--- src/rtl/approx_err_monitor.sv ---
// approx_err_monitor: streams N_VEC exact/approx output pairs, reports max abs error and threshold violations
// Ports: clk, rst_n (async active-low); start pulse begins a run; in_valid/in_ready sample handshake
// with exact/approx words; busy (RUN/DRAIN), done (results stable), max_err, viol_cnt, pass.
// Optional: define ERR_MON_SUM_EN to add sum_err, the running sum of abs errors over the run.
module approx_err_monitor #(
  parameter int OUT_W = 3,
  parameter int N_VEC = 16,
  parameter int ET = 1,
  localparam int CNT_W = $clog2(N_VEC + 1),
  localparam int SUM_W = OUT_W + CNT_W
) (
  input  logic             clk,
  input  logic             rst_n,
  input  logic             start,
  input  logic             in_valid,
  output logic             in_ready,
  input  logic [OUT_W-1:0] exact,
  input  logic [OUT_W-1:0] approx,
  output logic             busy,
  output logic             done,
  output logic [OUT_W-1:0] max_err,
  output logic [CNT_W-1:0] viol_cnt,
`ifdef ERR_MON_SUM_EN
  output logic [SUM_W-1:0] sum_err,
`endif
  output logic             pass
);
  localparam logic [1:0] IDLE = 2'd0;
  localparam logic [1:0] RUN = 2'd1;
  localparam logic [1:0] DRAIN = 2'd2;
  localparam logic [1:0] DONE = 2'd3;
  localparam logic [OUT_W-1:0] ET_W = OUT_W'(ET);
  logic [1:0] state_q, state_d;
  logic [CNT_W-1:0] cnt_q, cnt_d, viol_q, viol_d;
  logic s1_v_q, s1_v_d;
  logic [OUT_W-1:0] s1_err_q, s1_err_d, max_q, max_d;
  logic acc, go;
`ifdef ERR_MON_SUM_EN
  logic [SUM_W-1:0] sum_q, sum_d;
  assign sum_err = sum_q;
`endif
  assign acc = (state_q == RUN) && in_valid;
  // start is only honoured from IDLE or DONE; it also clears stats and the pipeline
  assign go = start && (state_q == IDLE || state_q == DONE);
  always_comb begin
    state_d = state_q;
    cnt_d = cnt_q;
    max_d = max_q;
    viol_d = viol_q;
`ifdef ERR_MON_SUM_EN
    sum_d = sum_q;
`endif
    s1_v_d = acc;
    s1_err_d = (exact >= approx) ? exact - approx : approx - exact;
    if (acc) begin
      cnt_d = cnt_q + CNT_W'(1);
      state_d = (cnt_q == CNT_W'(N_VEC - 1)) ? DRAIN : RUN;
    end
    // once the last sample has left stage 1, stage 2 has applied it
    if (state_q == DRAIN && !s1_v_q) state_d = DONE;
    if (s1_v_q) begin
      max_d = (s1_err_q > max_q) ? s1_err_q : max_q;
      viol_d = viol_q + CNT_W'(s1_err_q > ET_W);
`ifdef ERR_MON_SUM_EN
      sum_d = sum_q + SUM_W'(s1_err_q);
`endif
    end
    if (go) begin
      state_d = RUN;
      cnt_d = '0;
      s1_v_d = 1'b0;
      max_d = '0;
      viol_d = '0;
`ifdef ERR_MON_SUM_EN
      sum_d = '0;
`endif
    end
  end
  always_ff @(posedge clk or negedge rst_n) begin
    if (!rst_n) begin
      state_q <= IDLE;
      cnt_q <= '0;
      s1_v_q <= 1'b0;
      s1_err_q <= '0;
      max_q <= '0;
      viol_q <= '0;
`ifdef ERR_MON_SUM_EN
      sum_q <= '0;
`endif
    end else begin
      state_q <= state_d;
      cnt_q <= cnt_d;
      s1_v_q <= s1_v_d;
      s1_err_q <= s1_err_d;
      max_q <= max_d;
      viol_q <= viol_d;
`ifdef ERR_MON_SUM_EN
      sum_q <= sum_d;
`endif
    end
  end
  assign in_ready = state_q == RUN;
  assign busy = state_q == RUN || state_q == DRAIN;
  assign done = state_q == DONE;
  assign pass = done && viol_q == '0;
  assign max_err = max_q;
  assign viol_cnt = viol_q;
endmodule

--- config.mk ---
export PLATFORM = sky130hd
export DESIGN_NAME = approx_err_monitor
export DESIGN_NICKNAME = d
export VERILOG_FILES = /design/src/rtl/approx_err_monitor.sv
export SDC_FILE = /design/constraint.sdc
export NUM_CORES = 1
export LEC_CHECK = 0
export BUFFER_PORTS_ARGS = -buffer_cell sky130_fd_sc_hd__buf_2
export CAP_MARGIN = 10
export CORE_MARGIN = 2
export CORE_UTILIZATION = 58
export CTS_CLUSTER_DIAMETER = 50
export DETAILED_ROUTE_END_ITERATION = 8
export PLACE_DENSITY = 0.83
export SLEW_MARGIN = 10
export SYNTH_ARGS = -nofsm -noshare
export SYNTH_HDL_FRONTEND = slang
export SYNTH_SLANG_ARGS = --single-unit
--- constraint.sdc ---
create_clock -name clk -period 4.32 [get_ports clk]
set_input_delay 0.216 -clock clk [delete_from_list [all_inputs] [get_ports clk]]
set_output_delay 0.216 -clock clk [all_outputs]
set_load 0.02 [all_outputs]
* Word-level counts from Yosys, hierarchy flattened
Index checks and enable logic that the tools add are counted.
** Storage, ports and cells
- Bits in registers :: 19
- Bits of input ports :: 10
- Output and inout port bits :: 12
- Logic and storage cells :: 44
** Cells by class
- Add/sub/neg operators :: 4
- $lt $le $gt $ge :: 3
- Equality and inequality tests :: 4
- Mux-type cells :: 13
- Reduce and logical (&&, ||, !) cells :: 14
** Operator list (number)
- 5-bit 2-to-1 mux :: 4
- 3-bit 2-to-1 mux :: 4
- 2-bit 2-to-1 mux :: 4
- 2-bit nonzero test :: 3
- 3-bit subtractor :: 2
- 5-bit by 1-bit adder with 5-bit output :: 1
- 5-bit by 1-bit adder with 5-bit output (second input constant) :: 1
- 5-bit by 4-bit equality test with 1-bit output (second input constant) :: 1
- 5-bit zero test :: 1
- 2-bit equality test (second input constant) :: 2
- 1-bit logical AND :: 4
- 3-bit greater-or-equal comparator :: 1
- 3-bit by 1-bit greater-than comparator with 1-bit output (second input constant) :: 1
- 3-bit greater-than comparator :: 1
- 3-bit nonzero test :: 1
- 2-bit by 1-bit equality test with 1-bit output (second input constant) :: 1
- 2-bit zero test :: 1
- 1-bit logical OR :: 2
- 2-bit AND reduction :: 1
- 1-bit zero test :: 1
- 1-bit 2-to-1 mux :: 1

* Longest topological paths before layout
Gate-level depths: netlist of run 1.
- Depth after elaboration :: 5
- Depth in mapped cells :: 7
- Mapped depth without buffers :: 6

* Least setup slack after synthesis of run 1
Ideal clock, no wire load.
- Path type :: reg-to-output
- Start point :: register state_q[0]
- End point :: output pass
- Data arrival time :: 1.406 ns
- Required time :: 4.104 ns
- Slack :: 2.698 ns
- Stages on the path, launching flop included :: 4
- Path buffers :: 0
- Path through :: dfrtp_1 ha_1 or4b_1 nor3_2
** On the way
- Word-level cells in the longest chain between the ends :: 2
** RTL lines
- from (decl) :: line 33 : logic [1:0] state_q, state_d;
- from (signal assigned) :: line 91 : state_q <= state_d;
- 2-bit equality test :: line 104 : assign done = state_q == DONE;
- net done :: line 20 : output logic done,
- 1-bit logical AND :: line 105 : assign pass = done && viol_q == '0;
- to (decl) :: line 26 : output logic pass
The timed path passes the listed nets, and every way through them passes these cells.

* Worst setup path in the final report of run 1
- Start point :: register state_q[0]
- End point :: output pass
** On the way
- Word-level cells in the longest chain between the ends :: 2
** RTL lines (line)
- 2-bit equality test :: 104
- 1-bit logical AND :: 105
Every way passes these cells.

==> results of run 1 <==
## cell type report
| cell class | instances | share of cell area (%) |
|---|---|---|
| well taps | 27 | 2.56 |
| multi-input cells | 81 | 47.1 |
| clock buffers | 4 | 1.99 |
| flip-flops and latches | 19 | 36.0 |
| repair buffers | 22 | 8.71 |
| inverters | 13 | 3.69 |
## metal layers
layer / part of all wire, % / vias up / GRT usage [%]
li1: - / 436 / -
met2: 54 / 29 / 40.0
met5: 0 / - / 0
met3: 3.0 / 6 / 2.76
met1: 42 / 449 / 24.2
met4: 1.4 / 0 / 10.0
## placed cells by master, fill, tap and decap left out, types with 2 or more instances in the layout
master	Yosys	routed
a21oi_1	4	4
and2_1	2	2
buf_2	3	21
clkbuf_4	0	3
dfrtp_1	19	19
fa_1	2	2
ha_1	15	15
inv_1	13	13
mux2i_1	3	3
nand2_1	10	10
nand2b_1	2	2
nand3_1	5	5
nand4_1	3	3
nor2_1	10	10
o21ai_0	4	4
xor2_1	5	5
## Yosys cell counts (2+ instances only)
master / n / area [um2]
nand2b_1: 2 / 12.5
mux2i_1: 3 / 30.0
nand4_1: 3 / 18.8
inv_1: 13 / 48.8
ha_1: 15 / 188
and2_1: 2 / 12.5
a21oi_1: 4 / 20.0
fa_1: 2 / 40.0
nand2_1: 10 / 37.5
nor2_1: 10 / 37.5
nand3_1: 5 / 25.0
xor2_1: 5 / 43.8
dfrtp_1: 19 / 475
buf_2: 3 / 15.0
o21ai_0: 4 / 20.0
## sequential cells by signal, summed over array words and instances, names as in the netlist
signal	flops
viol_cnt	5
state_q	2
max_err	3
cnt_q	5
s1_v_q	1
s1_err_q	3
## worst max-delay path by stage
stage | to | cells past startpoint
final | pass | 4
after global routing | pass | 4
after CTS | pass | 4
after detailed placement | pass | 4
after global placement | pass | 4
after floorplan | pass | 3
## what timing repair did
action,4_1_cts,5_1_grt
setup endpoints to repair,0,0
endpoints found under the hold margin,19,0
hold buffers,1,0
## power by group through the flow
stage | combinational (uW) | sequential [uW] | clock, uW
final | 294 | 287 | 91.2
after global routing | 333 | 296 | 102
after CTS | 296 | 286 | 91.2
after detailed placement | 291 | 290 | 0
after global placement | 278 | 284 | 0
after floorplan | 200 | 301 | 0
## cells by family (layout without fill, tap and decap cells)
kind of cell / count (synthesis) / after routing / share of synthesized area [%]
AND/OR/NAND/NOR: 37 / 37 / 15.7
adder cells (fa/ha/maj): 17 / 17 / 19.5
flip-flops: 19 / 19 / 40.8
buffers and inverters: 17 / 39 / 5.80
XOR/XNOR: 6 / 6 / 4.51
multiplexers: 4 / 4 / 3.54
AO/OA/AOI/OAI: 17 / 17 / 10.1
## per-stage QoR
stage / hold WS [ns] / setup WS (ns) / utilization (%) / instance area (um2)
2_1_floorplan: -0.0796 / 2.70 / - / 1160
3_3_place_gp: 0.169 / 2.83 / 66.9 / 1280
3_5_place_dp: 0.171 / 2.79 / 66.9 / 1280
4_1_cts: 0.161 / 2.45 / 68.8 / 1320
5_1_grt: 0.170 / 2.35 / 68.8 / 1320
6_report: 0.165 / 2.46 / 68.8 / 1320
## worst max-delay path: cells and delay by family, from the launching register on
family	cells	cell delay, ns
DFF	1	0.42
adders and majority gates	1	0.18
buffers and inverters	1	0.18
and+or+nand+nor	2	0.56
==> run metrics, run 1 <==
FP Rows=16; R2R cell count=6; setup TNS=0 ns; syn_nets=144; hold depth=3; asr flop ratio synth=between 90% and 100%; Via Count=920; Pwr Total=approximately 670 uW; post-synth cell types=32; footprint of the multi-input gates=622 um2; clk sinks=19; worst-case clock skew=0.00506 ns; Chip Width=48.8 um; cts repair resizes=0; reg-to-reg endpoint=max_err[1]$_DFFE_PN0P_; GRT overflow=0; status=completed; worst-skew pair later-pin latency=approximately 0.30 ns; crit path kind=reg -> out; IO Pins=22; DRT iter0 DRCs=14; placer congestion estimate=approximately 0.85; worst hold-check path type=in -> reg; sequential share of the synthesized area=about 41%; slowest stage delay, CP=between 0.4 and 0.5 ns; register area=475 um2; Hold Fails Final Rpt=0; #FFs+latches synth=19; worst-margin pin slew=0.555 ns; placed insts=around 160; crit share post-route=43.0%; Routed WL per cell=12.8 um; Final Non-Filler Cells=around 170; Crit. End Element=output port; max-cap violations=0; die height=around 49 um; Slew HR=63.0%; I/O Buffers=21; layout cells sized above 1=a little over a fifth; DRT antenna net count=0; CTS Root Cell=clkbuf_4; Fillers=roughly 150; CTS max path bufs=2; post-detail-place hpwl=1620 um; Hold Crit Endpoint=state_q[0]$_DFFE_PN0P_; Syn-to-layout area delta=13.4%; Reg-to-Reg Start=max_err[1]$_DFFE_PN0P_; # DRC=0; crit path from=state_q[0]$_DFFE_PN0P_; vias in the first global route=about 890; Internal Pwr Total=386 uW; Mean Syn Cell Area=9.96 um2; Worst-path clk slew=between 0.1 and 0.15 ns; number of synthesized flops with an enable pin=0; Comb pwr share=43.8%; crit-path max FO=4; vias per inst=about 5.5; clock group share of total power=13.6%; endpoints failing setup=0; Initial Util=60.6%; P_sw=286 uW; RSZ-0062 raised after global routing=no; Mapped Cells=117; crit path max-delay cell type=or4b_1; Power per Cell Area=508 mW/mm2; die area=0.00238 mm2; largest net degree at the start of global routing=20; Peak VDD IR=0.322 mV; Final nets=167; fmax=539 MHz; first-pass GRT wire length=3910 um; Synth Flop Type=dfrtp_1; ant diodes=0; CTS tree=yes; initial antenna violation count=0; critical path cell sequence=ha_1 -> or4b_1 -> nor3_2 -> buf_2; Core Footprint=approximately 0.0019 mm2; CP arrival=1.64 ns; static leakage=0.000693 uW; Period minus WS final=1.86 ns; Synth warnings=0; fin. max-slew vios=0; Worst setup SP type=register; Num CTS Buffers=3; Setup Fix Bufs, Post-CTS=0; min-delay src=start; WL final=2130 um; switch share=42.6%; critical path required time=4.10 ns; Post-Syn Area=0.00116 mm2; Total Routing Usage GR=21.5%; H-tree levels=1; first-pass detailed-route iteration total=6; Sequential Power Share=42.7%; Register-to-Register Setup Slack=2.76 ns
Power figures use the tool's default switching activity.
==> run 2: changes to the inputs <==
--- a/config.mk
+++ b/config.mk
@@ -5,13 +5,14 @@
 export SDC_FILE = /design/constraint.sdc
 export NUM_CORES = 1
 export LEC_CHECK = 0
+export ABC_AREA = 1
 export BUFFER_PORTS_ARGS = -buffer_cell sky130_fd_sc_hd__buf_2
 export CAP_MARGIN = 10
 export CORE_MARGIN = 2
-export CORE_UTILIZATION = 58
+export CORE_UTILIZATION = 48
 export CTS_CLUSTER_DIAMETER = 50
 export DETAILED_ROUTE_END_ITERATION = 8
-export PLACE_DENSITY = 0.83
+export PLACE_DENSITY = 0.73
 export SLEW_MARGIN = 10
 export SYNTH_ARGS = -nofsm -noshare
 export SYNTH_HDL_FRONTEND = slang
==> constraint.sdc (replaced) <==
create_clock -name clk -period 1.6 [get_ports clk]
set_input_delay 0.08 -clock clk [delete_from_list [all_inputs] [get_ports clk]]
set_output_delay 0.08 -clock clk [all_outputs]
set_load 0.02 [all_outputs]
==> run 2 against run 1 <==
  * Critical path depth rose by 3
  * Die area rose by 18%
  * Cell area rose by 2.0%
  * Largest power group unchanged
  * Sequential share of layout area fell by 0.70 points
  * Critical endpoint is now viol_cnt[4]$_DFFE_PN0P_
  * Flip-flop and latch count did not move
  * First-iteration DRC count fell by 29%
  * Clock-buffer cell count did not move
  * Total power rose to 2.8 times the previous value
  * Synthesized area fell by 1.1%
  * Via count rose by 3.7%
  * Hold slack got worse by 0.10 ns
==> run metrics, run 2 <==
status=completed; most frequent cell after synthesis=inv_1; crit-path max FO=3; number of synthesized flops with an enable pin=0; Core Footprint=0.00223 mm2; Reg-to-Reg Start=s1_err_q[1]$_DFF_PN0_; met2 Track Usage GR=31.3%; highest-count cells in the layout ignoring fill and taps=26 x inv_1, 21 x buf_2, 19 x dfrtp_1; static leakage=between 0.0007 and 0.0008 uW; initial antenna violation count=0; IO Pins=22; setup TNS=0 ns; vias in the first global route=873; CP arrival=1.68 ns; worst path bufs/invs=1; WL final=2110 um; Chip Width=53.0 um; critical path required time=1.78 ns; die area=~0.0028 mm2; worst-skew pair later-pin latency=a little under 0.3 ns; Final Non-Filler Cells=188; worst-case clock skew=0.00355 ns; Crit. End Element=register; met1 usage=20.0%; #FFs+latches synth=19; Syn-to-layout area delta=16.9%; sequential share of the synthesized area=41.3%; Peak VDD IR=0.707 mV; min-delay src=approx[0]; fmax=669 MHz; die height=53.0 um; Post-Syn Area=0.00115 mm2; Synth Flop Type=dfrtp_1; asr flop ratio synth=100%; post-detail-place hpwl=roughly 1700 um; Period minus WS final=approximately 1.5 ns; fin. max-slew vios=0; H-tree levels=1; DRT iter0 DRCs=10; CTS Root Cell=clkbuf_4; syn_nets=between 150 and 200; I/O Buffers=21; global routing's busiest layer=met2; Fillers=215; Slew HR=72.0%; Hold Fails Final Rpt=0; layout cells sized above 1=23.8%; Total Routing Usage GR=~17%; max-cap violations=0; commonest non-fill, non-tap cell in the layout=inv_1; first-pass detailed-route iteration total=4; fin util=60.3%; largest net degree at the start of global routing=20; post-synth cell types=24; Worst-path clk slew=0.11 ns; Yosys top cell by area=dfrtp_1; RSZ-0062 raised after global routing=no; pre-CTS worst setup slack=0.00521 ns; hold depth=3; Routed WL per cell=11.2 um; Mean Syn Cell Area=8.66 um2; synth top area cells=dfrtp_1 41%, ha_1 16%, inv_1 8.5%; footprint of the multi-input gates=576 um2; ant diodes=0; Yosys top cell area share=between 40% and 50%; Setup WS post-layout=0.105 ns; # DRC=0; worst hold-check path type=in -> reg; Mapped Cells=around 130; Largest delay share family, worst path=simple AND/OR/NAND/NOR gates; Worst setup SP type=register; FP Rows=17; placer congestion estimate=a little under 0.8; crit share post-route=93.5%; crit path max-delay cell type=dfrtp_1; Post-synth top cells=26 x inv_1, 19 x dfrtp_1, 15 x ha_1, 15 x nand2_1, 13 x nor2_1; DRT antenna net count=0; Final nets=188; Synth warnings=0; vias per inst=5.07; R2R cell count=7; CTS max path bufs=2; Hold Crit Endpoint=s1_err_q[0]$_DFF_PN0_; first-pass GRT wire length=between 3000 and 4000 um; slowest stage delay, CP=0.42 ns; Via Count=roughly 950; Register-to-Register Setup Slack=roughly 0.10 ns; clk sinks=19; CTS tree=yes; placed insts=182; Initial Util=51.6%; Num CTS Buffers=3; register area=475 um2; endpoints failing setup=0; reg-to-reg endpoint=viol_cnt[4]$_DFFE_PN0P_; Power per Cell Area=1400 mW/mm2; met3 Use GR=3.11%; critical path cell sequence=or2_2 -> ha_1 -> ha_2 -> nand3_2 -> inv_2 -> a21oi_2 -> nor3_1; crit path kind=reg -> reg; worst-margin pin slew=0.421 ns; GRT overflow=0
-- run 2: changes by cell type after synthesis, moves of 3 or more --
cell     before  now
nand2_1      10   15
nand2_2       0    4
mux2i_1       3    0
nor3_1        0    4
buf_2         3    0
inv_1        13   26
inv_2         0    3
xor2_1        5    1
nor2_1       10   13
a21oi_1       4    8
-- run 2: worst min-delay path, stage by stage --
cell,delay [ns]
buf_2,0.09
ha_1,0.11
inv_1,0.05
-- run 2: timing repair --
| item | 4_1_cts | 5_1_grt |
|---|---|---|
| hold endpoints to repair | 19 | 0 |
| endpoints found under the setup margin | 1 | 2 |
| resized for setup | 0 | 4 |
| pin swaps | 0 | 1 |
| hold buffers | 1 | 0 |
| buffers inserted | 1 | 0 |
-- run 2: layer usage --
| layer | up-vias | part of all wire [%] |
|---|---|---|
| li1 | 478 | - |
| met1 | 447 | 44 |
| met2 | 25 | 52 |
| met3 | 4 | 3.6 |
| met4 | 0 | 0.99 |
| met5 | - | 0 |
-- run 2: cell type report --
type	instances	share of cell area, %
Timing Repair Buffer	23	9.10
Clock buffer	4	1.95
Multi-Input combinational cell	84	42.7
Inverter	30	8.36
Tap cell	28	2.60
Sequential cell	19	35.3
-- run 2: how the worst max path moves through the flow --
stage / endpoint / from / cells after the start
floorplan: viol_cnt[4]$_DFFE_PN0P_ / s1_err_q[2]$_DFF_PN0_ / 7
global placement: viol_cnt[4]$_DFFE_PN0P_ / s1_err_q[2]$_DFF_PN0_ / 7
detailed placement: viol_cnt[4]$_DFFE_PN0P_ / s1_err_q[2]$_DFF_PN0_ / 7
CTS: viol_cnt[4]$_DFFE_PN0P_ / s1_err_q[1]$_DFF_PN0_ / 7
global route: viol_cnt[4]$_DFFE_PN0P_ / s1_err_q[2]$_DFF_PN0_ / 7
finish: viol_cnt[4]$_DFFE_PN0P_ / s1_err_q[1]$_DFF_PN0_ / 7
-- run 2: kinds of logic after synthesis --
kind of cell    count (synthesis)  share of synthesized area, %
flops                          19                          41.3
buf+inv                        30                          9.77
simple gates                   45                          17.8
xor+xnor                        2                          1.52
compound gates                 20                          9.88
fa+ha+maj                      17                          19.8
-- run 2: power breakdown --
part	switching [uW]	internal, uW	leakage (uW)
logic	554	334	0.000495
clock network	142	96.7	0.0000150
registers	130	628	0.000244
-- run 2: metrics by stage --
step           area, um2  hold slack, ns  total power [uW]
2_1_floorplan       1150          -0.216              1380
3_3_place_gp        1290          0.0434              1600
3_5_place_dp        1290          0.0455              1640
4_1_cts             1340          0.0676              1890
5_1_grt             1350          0.0613              2060
6_report            1350          0.0651              1880
==> run 3: changes to the inputs <==
--- a/config.mk
+++ b/config.mk
@@ -6,7 +6,7 @@
 export NUM_CORES = 1
 export LEC_CHECK = 0
 export ABC_AREA = 1
-export BUFFER_PORTS_ARGS = -buffer_cell sky130_fd_sc_hd__buf_2
+export BUFFER_PORTS_ARGS = -buffer_cell sky130_fd_sc_hd__buf_4
 export CAP_MARGIN = 10
 export CORE_MARGIN = 2
 export CORE_UTILIZATION = 48
==> run 3 against run 2 <==
  * Register-to-register slack worse by 0.03 ns
  * First-iteration DRC count stayed put
  * Hold slack got worse by 0.011 ns
  * Flip-flop and latch count unchanged
  * Largest power group unchanged
  * Critical endpoint unchanged
  * Clock skew is essentially flat
  * Maximum frequency shrank 1.8%
==> run metrics, run 3 (same netlist as run 2, synthesis figures left out) <==
# DRC=0; critical path required time=1.80 ns; Initial Util=between 50% and 60%; P_sw=852 uW; Chip Width=53.0 um; crit path from=s1_err_q[2]$_DFF_PN0_; crit-path max FO=3; clk sinks=19; CP arrival=1.72 ns; Sequential Power Share=a little under two fifths; Hold Fails Final Rpt=0; Reg-to-Reg Start=s1_err_q[2]$_DFF_PN0_; setup TNS=0 ns; first-pass GRT wire length=around 3800 um; Worst-path clk slew=0.11 ns; worst hold-check path type=in -> reg; die height=around 53 um; ant diodes=0; Slew HR=between 80% and 90%; initial antenna violation count=0; max-cap violations=0; Period minus WS final=1.52 ns; Register-to-Register Setup Slack=roughly 0.077 ns; die area=0.00281 mm2; DRT iter0 DRCs=10; vias per inst=roughly 5; I/O Buffers=21; endpoints failing setup=0; fin. max-slew vios=0; met1 usage=21.3%; met3 Use GR=~5%; hold depth=3; Via Count=946; layout cells sized above 1=between 20% and 30%; switch share=43.1%; CTS tree=yes; DRT antenna net count=0; IO Pins=22; vias in the first global route=888; worst-case clock skew=between 0.003 and 0.004 ns; Largest delay share family, worst path=simple AND/OR/NAND/NOR gates; worst-skew pair later-pin latency=0.30 ns; post-route cell area=approximately 0.0014 mm2; Worst setup SP type=register; slowest stage delay, CP=0.40 ns; Crit. End Element=register; WL final=2220 um; CP Depth=7; Num CTS Buffers=3; Comb pwr share=49.2%; RSZ-0062 raised after global routing=no; R2R cell count=7; reg-to-reg endpoint=viol_cnt[4]$_DFFE_PN0P_; most frequent CP cell=ha_1; Final nets=189; highest-count cells in the layout ignoring fill and taps=26 x inv_1, 23 x buf_4, 19 x dfrtp_1; Internal Pwr Total=about 1100 uW; worst-margin pin slew=~0.24 ns; placer congestion estimate=between 0.7 and 0.8; worst path bufs/invs=1; crit share post-route=between 90% and 100%; Peak VDD IR=0.851 mV; crit path kind=reg -> reg; post-detail-place hpwl=between 1500 and 2000 um; Syn-to-layout area delta=21.9%; CTS max path bufs=2; status=completed; fmax=between 600 and 700 MHz; met2 Track Usage GR=34.8%; Core Footprint=0.00223 mm2; crit path max-delay cell type=dfrtp_1; Power per Cell Area=1410 mW/mm2; Placed Instance Area=0.00135 mm2; static leakage=slightly below 0.0008 uW; first-pass detailed-route iteration total=3; critical path cell sequence=or2_2 -> ha_1 -> ha_1 -> nand3_1 -> inv_2 -> a21oi_2 -> nor3_1; GRT overflow=0; Routed WL per cell=11.7 um; Worst Setup EP=viol_cnt[4]$_DFFE_PN0P_; H-tree levels=1; clock group share of total power=12.6%; global routing's busiest layer=met2; FP Rows=17; Total Routing Usage GR=between 10% and 20%; CTS Root Cell=clkbuf_4; largest net degree at the start of global routing=20; commonest non-fill, non-tap cell in the layout=inv_1
-- run 3: cell count changes in the layout (fill, tap and decap cells not counted) --
cell	change
nand3_1	+1
nor3_1	-1
buf_4	+22
buf_2	-21
nor3_2	+1
ha_2	-1
ha_1	+1
nand3_2	-1
-- run 3: tightest hold or removal path: stages --
cell   delay (ns)
buf_4        0.08
ha_1         0.12
inv_1        0.05
-- run 3: cell type report --
class,count,area [um2]
fillers,191,828
inverters,30,113
clock buffers,4,26.3
repair buffers,24,183
flip-flops and latches,19,475
well taps,28,35.0
multi-input cells,84,573
-- run 3: how the worst min path moves through the flow --
| stage | from | to | slack, ns |
|---|---|---|---|
| 2_1_floorplan | rst_n | cnt_q[0]$_DFFE_PN0P_ | -0.22 |
| 3_3_place_gp | rst_n | max_err[1]$_DFFE_PN0P_ | -0.04 |
| 3_5_place_dp | rst_n | max_err[0]$_DFFE_PN0P_ | -0.03 |
| 4_1_cts | approx[0] | s1_err_q[0]$_DFF_PN0_ | 0.04 |
| 5_1_grt | approx[0] | s1_err_q[0]$_DFF_PN0_ | 0.06 |
| 6_report | approx[0] | s1_err_q[0]$_DFF_PN0_ | 0.05 |
-- run 3: what timing repair did --
item	in CTS	in global routing
buffers inserted	0	2
endpoints found under the hold margin	19	0
hold buffers	1	0
gates resized for setup	0	3
setup endpoints to repair	0	2
-- run 3: through the flow --
step	utilization [%]	instances	power, uW	worst slack [ns]	hold slack (ns)
floorplan	-	133	1380	0.112	-0.216
global placement	60.2	182	1660	0.0788	-0.0353
detailed placement	60.2	182	1710	0.0352	-0.0321
CTS	61.8	187	1970	0.00867	0.0423
global route	62.9	189	2150	0.00709	0.0575
finish	62.9	189	1980	0.0770	0.0541
-- run 3: routing by layer --
| layer | wire length, um | share of wire, % |
|---|---|---|
| met1 | 937 | 42 |
| met2 | 1180 | 53 |
| met3 | 80 | 3.6 |
| met4 | 23 | 1.0 |
| met5 | 0 | 0 |
-- run 3: power by group through the flow --
stage	Clock [uW]	Combinational, uW	Sequential, uW
after floorplan	0	545	834
after global placement	0	900	758
after detailed placement	0	942	769
after CTS	261	954	758
after global routing	280	1090	781
final	250	972	756
